<file path="src/rtl/cpu_mem_bridge.sv">
// Strobe-bus to single-port sync RAM bridge: edge-started accesses, 2+WAIT_STATES cycle latency, ready flag.
// Optional VECTOR_OVERLAY_EN: reads of FFFE/FFFF return RESET_VECTOR bytes without touching RAM.
module cpu_mem_bridge #(
  parameter int          ADDR_W       = 16,
  parameter int          WAIT_STATES  = 0,
  parameter logic [15:0] RESET_VECTOR = 16'h1000
) (
  input  logic              cpu_clk,
  input  logic              cpu_reset,
  input  logic [15:0]       cpu_addr_i,
  input  logic              cpu_oe_i,
  input  logic              cpu_we_i,
  input  logic [7:0]        cpu_data_i,
  output logic [7:0]        cpu_data_o,
  output logic              cpu_ready_o,
  output logic [ADDR_W-1:0] ram_addr_o,
  output logic              ram_en_o,
  output logic              ram_we_o,
  output logic [7:0]        ram_wdata_o,
  input  logic [7:0]        ram_rdata_i
);

  typedef enum logic [1:0] {S_IDLE, S_ISSUE, S_WAIT, S_CAPTURE} state_t;

  state_t     state_q, state_d;
  logic [3:0] cnt_q;
  logic       oe_q, we_q;
  logic       wr_q;
  logic       oe_rise, we_rise, start;
  logic       vec_hit;
  logic [7:0] rd_byte;

  assign oe_rise = cpu_oe_i & ~oe_q;
  assign we_rise = cpu_we_i & ~we_q;
  assign start   = (state_q == S_IDLE) & (oe_rise | we_rise);

`ifdef VECTOR_OVERLAY_EN
  logic vec_q, vec_lo_q;

  // Only reads are redirected; writes to FFFE/FFFF still reach RAM.
  assign vec_hit = ~we_rise & (cpu_addr_i[15:1] == 15'h7FFF);
  assign rd_byte = vec_q ? (vec_lo_q ? RESET_VECTOR[7:0] : RESET_VECTOR[15:8]) : ram_rdata_i;

  always_ff @(posedge cpu_clk or posedge cpu_reset) begin
    if (cpu_reset) begin
      vec_q    <= 1'b0;
      vec_lo_q <= 1'b0;
    end else if (start) begin
      vec_q    <= vec_hit;
      vec_lo_q <= cpu_addr_i[0];
    end
  end
`else
  assign vec_hit = 1'b0;
  assign rd_byte = ram_rdata_i;
`endif

  always_ff @(posedge cpu_clk or posedge cpu_reset) begin
    if (cpu_reset) state_q <= S_IDLE;
    else           state_q <= state_d;
  end

  always_comb begin
    state_d = state_q;
    case (state_q)
      S_IDLE:    if (start) state_d = S_ISSUE;
      S_ISSUE:   state_d = (cnt_q != 4'd0) ? S_WAIT : S_CAPTURE;
      S_WAIT:    if (cnt_q == 4'd1) state_d = S_CAPTURE;
      S_CAPTURE: state_d = S_IDLE;
      default:   state_d = S_IDLE;
    endcase
  end

  // Strobe history resets high so a strobe already asserted at reset release is not an edge.
  always_ff @(posedge cpu_clk or posedge cpu_reset) begin
    if (cpu_reset) begin
      oe_q        <= 1'b1;
      we_q        <= 1'b1;
      cnt_q       <= 4'd0;
      wr_q        <= 1'b0;
      cpu_data_o  <= 8'h00;
      cpu_ready_o <= 1'b1;
      ram_addr_o  <= '0;
      ram_en_o    <= 1'b0;
      ram_we_o    <= 1'b0;
      ram_wdata_o <= 8'h00;
    end else begin
      oe_q     <= cpu_oe_i;
      we_q     <= cpu_we_i;
      ram_en_o <= 1'b0;
      ram_we_o <= 1'b0;
      case (state_q)
        S_IDLE: begin
          if (start) begin
            ram_addr_o  <= cpu_addr_i[ADDR_W-1:0];
            ram_wdata_o <= cpu_data_i;
            ram_en_o    <= ~vec_hit;
            ram_we_o    <= we_rise;
            wr_q        <= we_rise;
            cpu_ready_o <= 1'b0;
            cnt_q       <= 4'(WAIT_STATES);
          end
        end
        S_WAIT: cnt_q <= cnt_q - 4'd1;
        S_CAPTURE: begin
          if (!wr_q) cpu_data_o <= rd_byte;
          cpu_ready_o <= 1'b1;
        end
        default: ;
      endcase
    end
  end

endmodule

</file>
<file path="config.mk">
export PLATFORM = sky130hd
export DESIGN_NAME = cpu_mem_bridge
export DESIGN_NICKNAME = d
export VERILOG_FILES = /design/src/rtl/cpu_mem_bridge.sv
export SDC_FILE = /design/constraint.sdc
export NUM_CORES = 1
export LEC_CHECK = 0
export CELL_PAD_IN_SITES_DETAIL_PLACEMENT = 1
export CELL_PAD_IN_SITES_GLOBAL_PLACEMENT = 2
export CORE_ASPECT_RATIO = 0.75
export CORE_MARGIN = 10
export CORE_UTILIZATION = 25
export CTS_BUF_LIST = sky130_fd_sc_hd__clkbuf_16
export DETAILED_ROUTE_END_ITERATION = 16
export PLACE_DENSITY = 0.83
export SLEW_MARGIN = 20
export SYNTH_ARGS = -nofsm -noshare
export SYNTH_HDL_FRONTEND = slang
export SYNTH_SLANG_ARGS = --single-unit
</file>
<file path="constraint.sdc">
create_clock -name cpu_clk -period 1.8 [get_ports cpu_clk]
set_input_delay 0.18 -clock cpu_clk [delete_from_list [all_inputs] [get_ports cpu_clk]]
set_output_delay 0.18 -clock cpu_clk [all_outputs]
set_load 0.01 [all_outputs]
</file>
==> results.ini, run 1 <==
[worst_setup_path]
crit_path_max_fanout = 4
worstReg2RegStart = cnt_q[1]
crit_slowest_cell = sky130_fd_sc_hd__dfrtp_1
timing.critical_path.arrival_ns = 1.87
critPathLaunchType = register
critical_path.endpoint_type = register
startpoint = cnt_q[1]
cp_slowest_stage_delay_ns = 0.37
path_cells = inv_1, ha_1, or3b_1, a32o_2, a311oi_2, o22ai_1
critical_path_required_ns = 1.96
worstSetupPathType = register to register

[power_and_ir_drop]
cellLeakagePower_nw = 1.22
power.density_nw_per_um2 = 1740
ir_worst_vdd_uv = 648

[placed_design]
pre_cts_ws_ns = 0.0959
post-dp-hpwl_mm = 3.53
port-buffer-count = 70
last_weighted_congestion_value_of_the_routability_driven_placer = 0.666

[cts]
root_buffer = sky130_fd_sc_hd__clkbuf_16
worst_skew_pair_latency_ns = 0.28
cts.path.max_buffers = 2
cts_num_sinks = 44
cts.repair_timing.setup_buffer_count = 0
clkSlewWorstSetupHoldPaths_ns = 0.06
ctsResizeCount = 0
clock_tree.htree_level_count = 2
tritoncts = yes
number_of_buffers_created_by_cts = 5
hold_buffers = 0

[detailed_routing]
firstDrtPassIters = 3
drt_first_iter_violations = 18
number_of_remaining_drc_errors = 0
final_antenna_net_count = 0
route.vias.total = 1300
route.detailed.vias_per_inst = 4.29
wl_per_cell_um = 15.0
routed_wirelength_mm = 4.55

[sta]
setup_total_negative_slack_ns = 0
final-hold-violation-count = 0
post-route-min-period_ns = 1.71
final_max_slew_viol_count = 0
fmax_mhz = 585
worst_slew_margin_rel = 0.818
timing.final.setup_violations = 0
layout_worst_path_cycle_share = 0.950
final.setup_skew_ns = 0.00159
finalWorstSetupSlack_ns = 0.0907
rsz0062_at_grt = false
worst_pin_slew_ns = 0.273

[global_routing]
grt_max_degree = 45
grt_pass1_wl_mm = 7.67
grt_pass1_vias = 1411
groute.usage.overall = 0.0844
grt_overflow_total = 0
grt_antenna_before_repair = 0

[logic_synthesis]
ys_seq_elements = 44
postSynthNetCount = 172
postSynthAreaPerCell_sq_um = 14.3
synth.top_cells.by_area = sky130_fd_sc_hd__dfrtp_1 56%, sky130_fd_sc_hd__mux2_1 10%, sky130_fd_sc_hd__mux2_2 9.8%
synthesis.yosys.warnings = 0
synth.cell_area_sq_um = 1830
post_synth_num_cell_types = 29
synth_top_cell_area_share = 0.560
post_synth_inst_count = 128
synth_largest_area_cell = sky130_fd_sc_hd__dfrtp_1
seq_area_frac_synth = 0.603

[die]
design.core.area_sq_um = 6960
start_util = 0.263
design.portCount = 71
die_h_um = 94.2
rows = 26
fp.dieArea_sq_um = 11200
floorplan.die.width_um = 119

[job]
maxCapViolCount = 0

[cells_and_area]
drive_gt1_frac = 0.166
insertedDiodeCount = 0
layout_net_count = 248
syn_to_final_growth_pct = 55.8
fill_count = 769

[min_path]
kind_of_path_behind_the_tightest_hold_check = input port to asynchronous set/reset pin

[run_status]
status = complete, no violations

## where the power goes
group          internal (mW)  total [mW]  switching, mW
combinational           1.33        2.23          0.893
sequential              1.47        1.73          0.252
clock                  0.652        1.02          0.371
total                   3.46        4.97           1.52
## state kept, by name, indices dropped and copies added (netlist names)
name and cells:
ram_addr_o 16, cpu_data_o 8, ram_wdata_o 8, cnt_q 4, state_q 2, cpu_ready_o 1
oe_q 1, ram_en_o 1, ram_we_o 1, we_q 1, wr_q 1
## cell usage after synthesis, drive strengths merged
library cell,n
o221ai,2
o22ai,2
dfstp,3
nor2b,2
a22o,1
nand3,1
o21ai,1
a21o,1
nor3,1
a311oi,1
nand4,2
clkbuf,3
mux2,33
or3b,1
buf,2
mux2i,2
and2b,1
inv,9
a32o,1
nand2b,2
nor2,2
a21oi,1
o21a,1
nand2,4
dfrtp,41
ha,8
## through the flow
| stage | std cells | power (mW) | hold WS [ns] | instance area, sq um | util |
|---|---|---|---|---|---|
| after floorplan | 128 | 2.84 | 0.184 | 1830 | - |
| after global placement | 295 | 3.97 | 0.470 | 2690 | 0.386 |
| after detailed placement | 295 | 4.03 | 0.477 | 2690 | 0.386 |
| after CTS | 303 | 5.08 | 0.271 | 2860 | 0.410 |
| after global routing | 303 | 5.33 | 0.294 | 2860 | 0.410 |
| final | 303 | 4.97 | 0.247 | 2860 | 0.410 |
## critical path, delay by kind of cell (launching register included)
family          cells  cell delay, ns
flops               1            0.37
fa+ha+maj           1            0.15
compound gates      3            0.60
buf+inv             1            0.12
simple gates        1            0.35
## layer usage
| metal | share of wire | vias to the layer above | GRT usage |
|---|---|---|---|
| met5 | 0 | - | 0 |
| met4 | 0.0084 | 0 | 0.0213 |
| li1 | - | 596 | - |
| met2 | 0.43 | 46 | 0.131 |
| met3 | 0.064 | 5 | 0.0318 |
| met1 | 0.49 | 653 | 0.108 |
## kinds of logic (layout without fill, tap and decap cells)
| kind of cell | count (synthesis) | count (layout) | share of synthesized area |
|---|---|---|---|
| buffers and inverters | 14 | 91 | 0.0314 |
| AO/OA/AOI/OAI | 11 | 11 | 0.0491 |
| multiplexers | 35 | 35 | 0.214 |
| adder cells (fa/ha/maj) | 8 | 8 | 0.0546 |
| flip-flops | 44 | 44 | 0.603 |
| AND/OR/NAND/NOR | 16 | 16 | 0.0485 |
## cell type report
type                       count  area (sq um)  share of cell area
clock inverter                 3          42.5              0.0149
tap                           98           123              0.0429
timing repair buffer          74           756               0.265
inverter                       9          33.8              0.0118
sequential                    44          1100               0.387
multi-input combinational     70           671               0.235
clock buffer                   5           125              0.0438
## cells in the final DEF, fill, tap and decap left out, types with 2 or more instances in the layout
master                            count
sky130_fd_sc_hd__o22ai_1              2
sky130_fd_sc_hd__ha_1                 8
sky130_fd_sc_hd__nor2b_1              2
sky130_fd_sc_hd__mux2i_1              2
sky130_fd_sc_hd__mux2_2              16
sky130_fd_sc_hd__buf_4                2
sky130_fd_sc_hd__nand4_1              2
sky130_fd_sc_hd__dfstp_2              3
sky130_fd_sc_hd__mux2_1              17
sky130_fd_sc_hd__inv_1                8
sky130_fd_sc_hd__buf_12               2
sky130_fd_sc_hd__nand2b_1             2
sky130_fd_sc_hd__nor2_1               2
sky130_fd_sc_hd__o221ai_1             2
sky130_fd_sc_hd__dfrtp_1             41
sky130_fd_sc_hd__nand2_1              3
sky130_fd_sc_hd__clkbuf_16            5
sky130_fd_sc_hd__clkdlybuf4s50_1     70
## worst paths after layout
kind | end | slack, ns | cells past startpoint
max | state_q[0] | 0.09 | 6
min | cpu_data_o[2] | 0.25 | 3
max reg2reg | state_q[0] | 0.09 | 6
min reg2reg | ram_addr_o[12] | 0.49 | 1
max in group asynchronous | oe_q | 1.27 | 3
min in group cpu_clk | oe_q | 0.33 | 1
Note: power is estimated with default switching activity, not from simulation.
==> run 2: changes to the inputs <==
--- a/config.mk
+++ b/config.mk
@@ -12,6 +12,7 @@
 export CORE_UTILIZATION = 25
 export CTS_BUF_LIST = sky130_fd_sc_hd__clkbuf_16
 export DETAILED_ROUTE_END_ITERATION = 16
+export GPL_TIMING_DRIVEN = 1
 export PLACE_DENSITY = 0.83
 export SLEW_MARGIN = 20
 export SYNTH_ARGS = -nofsm -noshare
==> results of run 2 <==
No change in the layout: final DEF, timing and power equal those of run 1.
